`config.mk`:
```
export PLATFORM = sky130hd
export DESIGN_NAME = fetch_unit
export DESIGN_NICKNAME = d
export VERILOG_FILES = /design/src/rtl/fetch_pkg.sv /design/src/rtl/fetch_fifo.sv /design/src/rtl/fetch_unit.sv
export SDC_FILE = /design/constraint.sdc
export NUM_CORES = 1
export LEC_CHECK = 0
export ABC_CLOCK_PERIOD_IN_PS = 7650
export CORE_MARGIN = 2
export CORE_UTILIZATION = 51
export DETAILED_ROUTE_END_ITERATION = 8
export PLACE_DENSITY = 0.77
export SLEW_MARGIN = 30
export SYNTH_ARGS = -nofsm -noshare
export SYNTH_HDL_FRONTEND = slang
export SYNTH_SLANG_ARGS = --single-unit
```
`constraint.sdc`:
```
create_clock -name clk -period 7.65 [get_ports clk]
set_clock_uncertainty 0.15 [all_clocks]
set_input_delay 2.295 -clock clk [delete_from_list [all_inputs] [get_ports clk]]
set_output_delay 2.295 -clock clk [all_outputs]
set_load 0.005 [all_outputs]
```
`src/rtl/fetch_pkg.sv`:
```
// Shared types and constants for the instruction fetch unit and its buffer.
package fetch_pkg;

    localparam int unsigned INSTR_BYTES = 4;

    typedef enum logic [1:0] {
        StIdle,
        StReq,
        StWait,
        StDrop
    } fetch_state_e;

    typedef struct packed {
        logic [31:0] pc;
        logic [31:0] instr;
    } fetch_entry_t;

endpackage

```
`src/rtl/fetch_fifo.sv`:
```
// Instruction buffer: small FIFO of {pc, instr} entries with synchronous reset and flush.
module fetch_fifo
    import fetch_pkg::*;
#(
    parameter int unsigned DEPTH = 2
) (
    input  logic                         clk,
    input  logic                         rst,
    input  logic                         flush,
    input  logic                         push,
    input  fetch_entry_t                 wdata,
    input  logic                         pop,
    output fetch_entry_t                 rdata,
    output logic [$clog2(DEPTH+1)-1:0]   count
);

    localparam int unsigned PTR_W = $clog2(DEPTH);
    localparam int unsigned CNT_W = $clog2(DEPTH + 1);
    localparam logic [CNT_W-1:0] FULL_CNT = CNT_W'(DEPTH);

    fetch_entry_t      mem_q [DEPTH];
    logic [PTR_W-1:0]  wptr_q;
    logic [PTR_W-1:0]  rptr_q;
    logic [CNT_W-1:0]  count_q;
    logic              push_ok;
    logic              pop_ok;

    assign push_ok = push && (count_q != FULL_CNT);
    assign pop_ok  = pop && (count_q != '0);

    always_ff @(posedge clk) begin
        // Flush wins over a same-cycle pop or push: the buffer simply empties.
        if (rst || flush) begin
            wptr_q  <= '0;
            rptr_q  <= '0;
            count_q <= '0;
        end else begin
            if (push_ok) begin
                mem_q[wptr_q] <= wdata;
                wptr_q        <= wptr_q + PTR_W'(1);
            end
            if (pop_ok) begin
                rptr_q <= rptr_q + PTR_W'(1);
            end
            count_q <= count_q + CNT_W'(push_ok) - CNT_W'(pop_ok);
        end
    end

    assign rdata = mem_q[rptr_q];
    assign count = count_q;

endmodule

```
`src/rtl/fetch_unit.sv`:
```
// Instruction fetch: one outstanding memory request at a time, redirect handling,
// and a small FIFO buffering fetched words for decode.
module fetch_unit
    import fetch_pkg::*;
#(
    parameter logic [31:0] RESET_PC   = 32'h0000_0000,
    parameter int unsigned FIFO_DEPTH = 2
) (
    input  logic        clk,
    input  logic        rst,
    output logic        imem_req,
    output logic [31:0] imem_addr,
    input  logic        imem_ack,
    input  logic        imem_rvalid,
    input  logic [31:0] imem_rdata,
    input  logic        pcsrc,
    input  logic [31:0] branch_target,
    output logic [31:0] instr,
    output logic [31:0] instr_pc,
    output logic        instr_valid,
    input  logic        instr_ready
);

    localparam int unsigned CNT_W = $clog2(FIFO_DEPTH + 1);
    localparam logic [CNT_W-1:0] FULL_CNT = CNT_W'(FIFO_DEPTH);

    fetch_state_e     state_q;
    logic [31:0]      fetch_pc_q;
    logic [31:0]      req_pc_q;
    logic [31:0]      redirect_pc;
    logic [CNT_W-1:0] count;
    logic             push;
    logic             pop;
    fetch_entry_t     push_entry;
    fetch_entry_t     head;

    assign redirect_pc = branch_target & ~32'h0000_0003;

    // A redirect in the response cycle discards the word instead of buffering it.
    assign push       = (state_q == StWait) && imem_rvalid && !pcsrc;
    assign pop        = instr_valid && instr_ready;
    assign push_entry = '{pc: req_pc_q, instr: imem_rdata};

    fetch_fifo #(
        .DEPTH(FIFO_DEPTH)
    ) u_fifo (
        .clk  (clk),
        .rst  (rst),
        .flush(pcsrc),
        .push (push),
        .wdata(push_entry),
        .pop  (pop),
        .rdata(head),
        .count(count)
    );

    always_ff @(posedge clk) begin
        if (rst) begin
            state_q    <= StIdle;
            fetch_pc_q <= RESET_PC;
            req_pc_q   <= '0;
        end else begin
            if (pcsrc) begin
                fetch_pc_q <= redirect_pc;
            end
            unique case (state_q)
                // Only one request is ever in flight, so a free slot now stays free for its response.
                StIdle: begin
                    if (!pcsrc && (count != FULL_CNT)) begin
                        state_q <= StReq;
                    end
                end
                StReq: begin
                    if (imem_ack) begin
                        req_pc_q <= fetch_pc_q;
                        if (!pcsrc) begin
                            fetch_pc_q <= fetch_pc_q + 32'(INSTR_BYTES);
                        end
                        state_q <= pcsrc ? StDrop : StWait;
                    end else if (pcsrc) begin
                        state_q <= StIdle;
                    end
                end
                StWait: begin
                    if (imem_rvalid) begin
                        state_q <= StIdle;
                    end else if (pcsrc) begin
                        state_q <= StDrop;
                    end
                end
                StDrop: begin
                    if (imem_rvalid) begin
                        state_q <= StIdle;
                    end
                end
                default: state_q <= StIdle;
            endcase
        end
    end

    assign imem_req    = (state_q == StReq);
    assign imem_addr   = fetch_pc_q;
    assign instr_valid = (count != '0);
    assign instr       = instr_valid ? head.instr : '0;
    assign instr_pc    = instr_valid ? head.pc : '0;

endmodule

```
== Word level (Yosys, flattened, before mapping) ==
Memory sizes are Yosys's and may differ from the RTL's. A register that Yosys moved wholly into a read port is not among the register bits.
Cells that the tools add are included.

* Add/subtract/negate cells: 5
* Equality and inequality tests: 8
* Reduce and logical (&&, ||, !) cells: 12
* Mux-type cells: 19

{| class="wikitable"
|+ Operators with widths
! operator !! count
|-
| 32-bit 2-to-1 mux || 6
|-
| 32-bit by 3-bit adder with 32-bit output (second input constant) || 1
|-
| 2-bit 2-to-1 mux || 6
|-
| 2-bit one-hot mux with 4 select lines || 1
|-
| 1-bit logical AND || 6
|-
| 1-bit 2-to-1 mux || 6
|-
| 2-bit != test (second input constant) || 3
|-
| 2-bit equality test (second input constant) || 2
|-
| 4-bit AND reduction || 1
|-
| 3-bit by 1-bit != test with 1-bit output (second input constant) || 1
|-
| 3-bit != test (second input constant) || 1
|-
| 1-bit adder (second input constant) || 2
|-
| 2-bit by 1-bit adder with 2-bit output || 1
|-
| 2-bit by 1-bit equality test with 1-bit output (second input constant) || 1
|-
| 2-bit logical NOT || 1
|-
| 2-bit AND reduction || 1
|-
| 2-bit nonzero test || 1
|-
| 2-bit by 1-bit subtractor with 2-bit output || 1
|-
| 1-bit logical NOT || 1
|-
| 1-bit logical OR || 1
|}

* Memory bits (writable): 128
* Word-level logic and storage cells: 51
* Memories kept: 1
* Input port bits: 70
* Register bits: 70
* Output and inout port bits: 98

{| class="wikitable"
|+ Memories
! name !! words !! bits a word !! rd ports !! clocked after Yosys merged registers in !! write ports !! line !! source
|-
| u_fifo.mem_q || 2 || 64 || 1 || 1 || 1 || fetch_fifo.sv:21 || <nowiki>fetch_entry_t mem_q [DEPTH];</nowiki>
|}

== Logic depth before layout (Yosys ltp) ==
* Depth in word-level cells: 7
* Mapped depth: 9
* Mapped depth without buffers: 9

== Modules after synthesis ==
From an unflattened synthesis, not the netlist that was laid out.

* Cell total of the unflattened synthesis: 645
* Area total of the unflattened synthesis: 8499.4 µm²

{| class="wikitable"
|+ Modules (own cells, without submodules)
! module !! seq. area each (µm²) !! area each (µm²) !! instances !! cells an instance
|-
| fetch_fifo || 3943.8 || 5153.7 || 1 || 223
|-
| fetch_unit || 1321.3 || 3345.7 || 1 || 422
|}

== Worst setup path after synthesis ==
Ideal clock, no wire load.

* Path type: input to register
* From: in imem_rvalid
* To: mem u_fifo.mem_q[0][0] (netlist bit) (enable)
* Setup time: 486 ps
* Path slack: 1363 ps
* Stages: 4
* Buffers on the path: 0
* Data arrival time: 5651 ps
* Data required time: 7014 ps
* Path through: nand2_1 -> nor4b_1 -> nand2_1 -> nor2_1

* Longest elaborated chain between the ends: 6

{| class="wikitable"
|+ RTL lines
! element !! line !! source
|-
| start, declared || fetch_unit.sv:14 || <nowiki>input logic imem_rvalid,</nowiki>
|-
| 1-bit logical AND (2 in series) || fetch_unit.sv:40 || <nowiki>assign push = (state_q == StWait) && imem_rvalid && !pcsrc;</nowiki>
|-
| 1-bit logical AND || fetch_fifo.sv:28 || <nowiki>assign push_ok = push && (count_q != FULL_CNT);</nowiki>
|-
| net u_fifo.push_ok || fetch_fifo.sv:25 || <nowiki>logic push_ok;</nowiki>
|-
| 1-bit 2-to-1 mux || fetch_fifo.sv:38 || <nowiki>if (push_ok) begin</nowiki>
|-
| 1-bit 2-to-1 mux || fetch_fifo.sv:33 || <nowiki>if (rst || flush) begin</nowiki>
|-
| 1-bit 2-to-1 mux (not written as such) || fetch_fifo.sv:39 || <nowiki>mem_q[wptr_q] <= wdata;</nowiki>
|-
| end, declared || fetch_fifo.sv:21 ||
|}

The timed path passes the listed nets, and every way through them passes these cells.

== Final worst setup path ==
* From: in pcsrc
* To: mem u_fifo.mem_q[0][14] (netlist bit) (enable)

* Longest elaborated chain between the ends: 6
* Elaborated cells between the ends (all ways): 7
* Classes of those cells: mux: 3; reduce/logical: 4

{| class="wikitable"
|+ RTL lines
! element !! line !! source
|-
| start, declared || fetch_unit.sv:16 || <nowiki>input logic pcsrc,</nowiki>
|-
| 1-bit logical NOT || - ||
|-
| 1-bit logical AND || fetch_unit.sv:40 ||
|-
| 1-bit logical AND || fetch_fifo.sv:28 ||
|-
| net u_fifo.push_ok || fetch_fifo.sv:25 ||
|-
| 1-bit 2-to-1 mux || fetch_fifo.sv:38 ||
|-
| 1-bit 2-to-1 mux || fetch_fifo.sv:33 ||
|-
| 1-bit 2-to-1 mux (not written as such) || fetch_fifo.sv:39 ||
|}

The timed path passes the listed nets, and every way through them passes these cells.

==> results.toml <==
[worst_setup_path]
cp_num_cells = 5
path_cells = "clkdlybuf4s50_1 > nor4b_1 > nand2_1 > nor2_4 > buf_4"
critPathLaunchType = "input pin"
r2r_cells = 5
cp_data_required_time_ns = 7.55
critical_path_arrival_ns = 5.07
crit_buf_inv = 2
crit_fanout = 54
slowest_stage = "nor4b_1"
slowest_delay_ns = 0.83
worstSetupEndpointType = "flip-flop"
path_class = "input pin to flip-flop"
worst_path_dominant_cell_family = "simple AND/OR/NAND/NOR gates"

[die]
die_w_um = 130
start_util_pct = 52.7
die_h_um = 130
rows = 45
pin_count = 168
die_area_um2 = 16800
core_area_um2 = 15300

[clock_tree]
cts_buffers = 17
htree_levels = 4
cts_resized = 0
clockBufferDepth = 2
cts_sinks = 199
tritoncts = "done"
insertion_delay_ns = 0.43
cts-hold-fix-buffers = 0
root_buffer = "clkbuf_16"
postCtsSetupBuffers = 0
clk_pin_slew_ns = 0.07

[finish]
layout-drive-gt1-share_pct = 6.08
nFillCells = 1106
diodes = 0
fin_util_pct = 68.6
syn2layout_area_growth_pct = 30.3
finalNonFillerCells = 1050
final_cell_mix = "clkdlybuf4s50_1 (164), edfxtp_1 (128), nor2_1 (94)"
ff_latch_area_um2 = 5270
nets = 899
multi_input_comb_area_um2 = 2620
final_common_cell = "clkdlybuf4s50_1"

[timing]
min_period_ns = 5.17
slew_violations = 0
rsz0062_at_grt = "false"
timing.setup.tns_ns = 0
finalHoldViolations = 0
hold_slack_ns = 0.303
setup_viol_count_final = 0
worst_slack_ns = 2.48
timing.final.crit_share_pct = 67.6
max_freq_mhz = 193
max_slew_margin_pct = 46.7
tightest_slew_ns = 0.789

[grt]
grt_usage_pct = 21.5
grt-ovfl-total = 0
grt_pass1_vias = 5650
antenna_found_initial = 0
grt_max_degree = 66
grt_pass1_wl_um = 28100

[synthesis]
synth_area_um2 = 8060
syn_inst = 674
ys_async_sr_fraction_pct = 0
synth_area_leaders = "edfxtp_1 (48%), dfxtp_1 (18%), mux2i_1 (7.9%), nor2_1 (4.5%), nand2_1 (3.9%)"
synth_nets = 747
yosys.cell_types.count = 46
synth.avg_cell_area_um2 = 12.0
synthDominantCellAreaShare_pct = 47.7
ys_warn_count = 0
synth_edf_count = 128
ys_ff_latch = 199
synth_top_area_cell = "edfxtp_1"
synth_ff_type = "edfxtp_1"
ys_seq_area_share_pct = 65.3

[routing]
drtAntennaViolNets = 0
vias = 5795
vias_per_cell = 5.52
wire_per_inst_um = 16.9
drt-total-wl_um = 17700
drc = 0
drt_iter0_markers = 455
first_pass_iters = 4

[placed_design]
dpl.hpwl_um = 11800
place_congestion = 0.854
pre_cts_slack_ns = 1.88
io_buffers = 165
dp_cells = 1018

[power_and_ir_drop]
cellLeakagePower_nw = 3.31
ir_worst_vdd_mv = 0.175
power_density_nw_per_um2 = 207

[min_path]
hold_class = "flip-flop to flip-flop"
holdPathStages = 0

[flow_run]
maxCapViolations = 0

[outcome]
status = "finished, final reports clean"
==> worst reg2reg max path: cells and delay by family, from the launching register on <==
family	cells	cell delay, ns
and+or+nand+nor	4	1.32
buffers and inverters	1	0.65
DFF	1	0.46
==> layout make-up <==
cell class / count / area share, %
multi-input cells: 425 / 24.9
repair buffers: 174 / 16.6
flip-flops and latches: 199 / 50.1
inverters: 9 / 0.322
clock inverters: 10 / 0.798
well taps: 211 / 2.51
clock buffers: 22 / 4.73
==> worst paths after layout <==
kind | from | endpoint | slack, ns
setup / recovery | pcsrc | u_fifo.mem_q[0][14] | 2.48
hold / removal | req_pc_q[11] | u_fifo.mem_q[1][43] | 0.30
setup reg to reg | state_q[1] | u_fifo.mem_q[0][14] | 4.65
hold reg to reg | req_pc_q[11] | u_fifo.mem_q[1][43] | 0.30
==> report_power, final <==
part | internal (W) | switching, W
combinational | 0.0000750 | 0.0000573
sequential | 0.00116 | 0.0000296
clock | 0.000471 | 0.000391
total | 0.00170 | 0.000478
==> registers in the layout, summed over array words and instances, names as in the netlist, named ones only <==
signal         flops
imem_addr         32
u_fifo.rptr_q      1
u_fifo.count       2
state_q            2
req_pc_q          32
u_fifo.wptr_q      1
u_fifo.mem_q     128
==> kinds of logic after synthesis <==
family	share of synthesized area [%]
XOR/XNOR	1.74
AO/OA/AOI/OAI	7.03
flip-flops	65.3
AND/OR/NAND/NOR	15.1
buffers and inverters	2.45
adder cells (fa/ha/maj)	0.466
multiplexers	7.94
==> metal layers <==
metal,GRT usage [%],wire length [um],vias up
met2,35.1,8270,252
li1,-,-,2764
met4,8.54,283,0
met3,4.43,1370,26
met1,28.3,7800,2753
met5,0,0,-
==> stage by stage <==
step                total power, W  instance area (um2)
finish                     0.00218                10500
global route               0.00225                10500
CTS                        0.00219                10500
detailed placement         0.00134                 9920
global placement           0.00133                 9880
floorplan                  0.00125                 8060
==> Yosys cell counts, types with 3 or more instances <==
cell type and number:
xor2_1 5, a311oi_1 12, ha_1 3, inv_1 9, xnor2_1 11, nand2_1 83, or4_1 8, o31ai_1 8
dfxtp_1 71, and3_1 3, nand4_1 10, a21oi_1 37, o21ai_0 5, and2_1 8, mux2i_1 64, and4_1 6
nor3_1 6, a211oi_1 9, edfxtp_1 128, nor4_1 8, clkbuf_1 26, buf_1 12, nor2_1 96, nand3_1 11
or3_1 5
(Power assumes the default switching activity.)
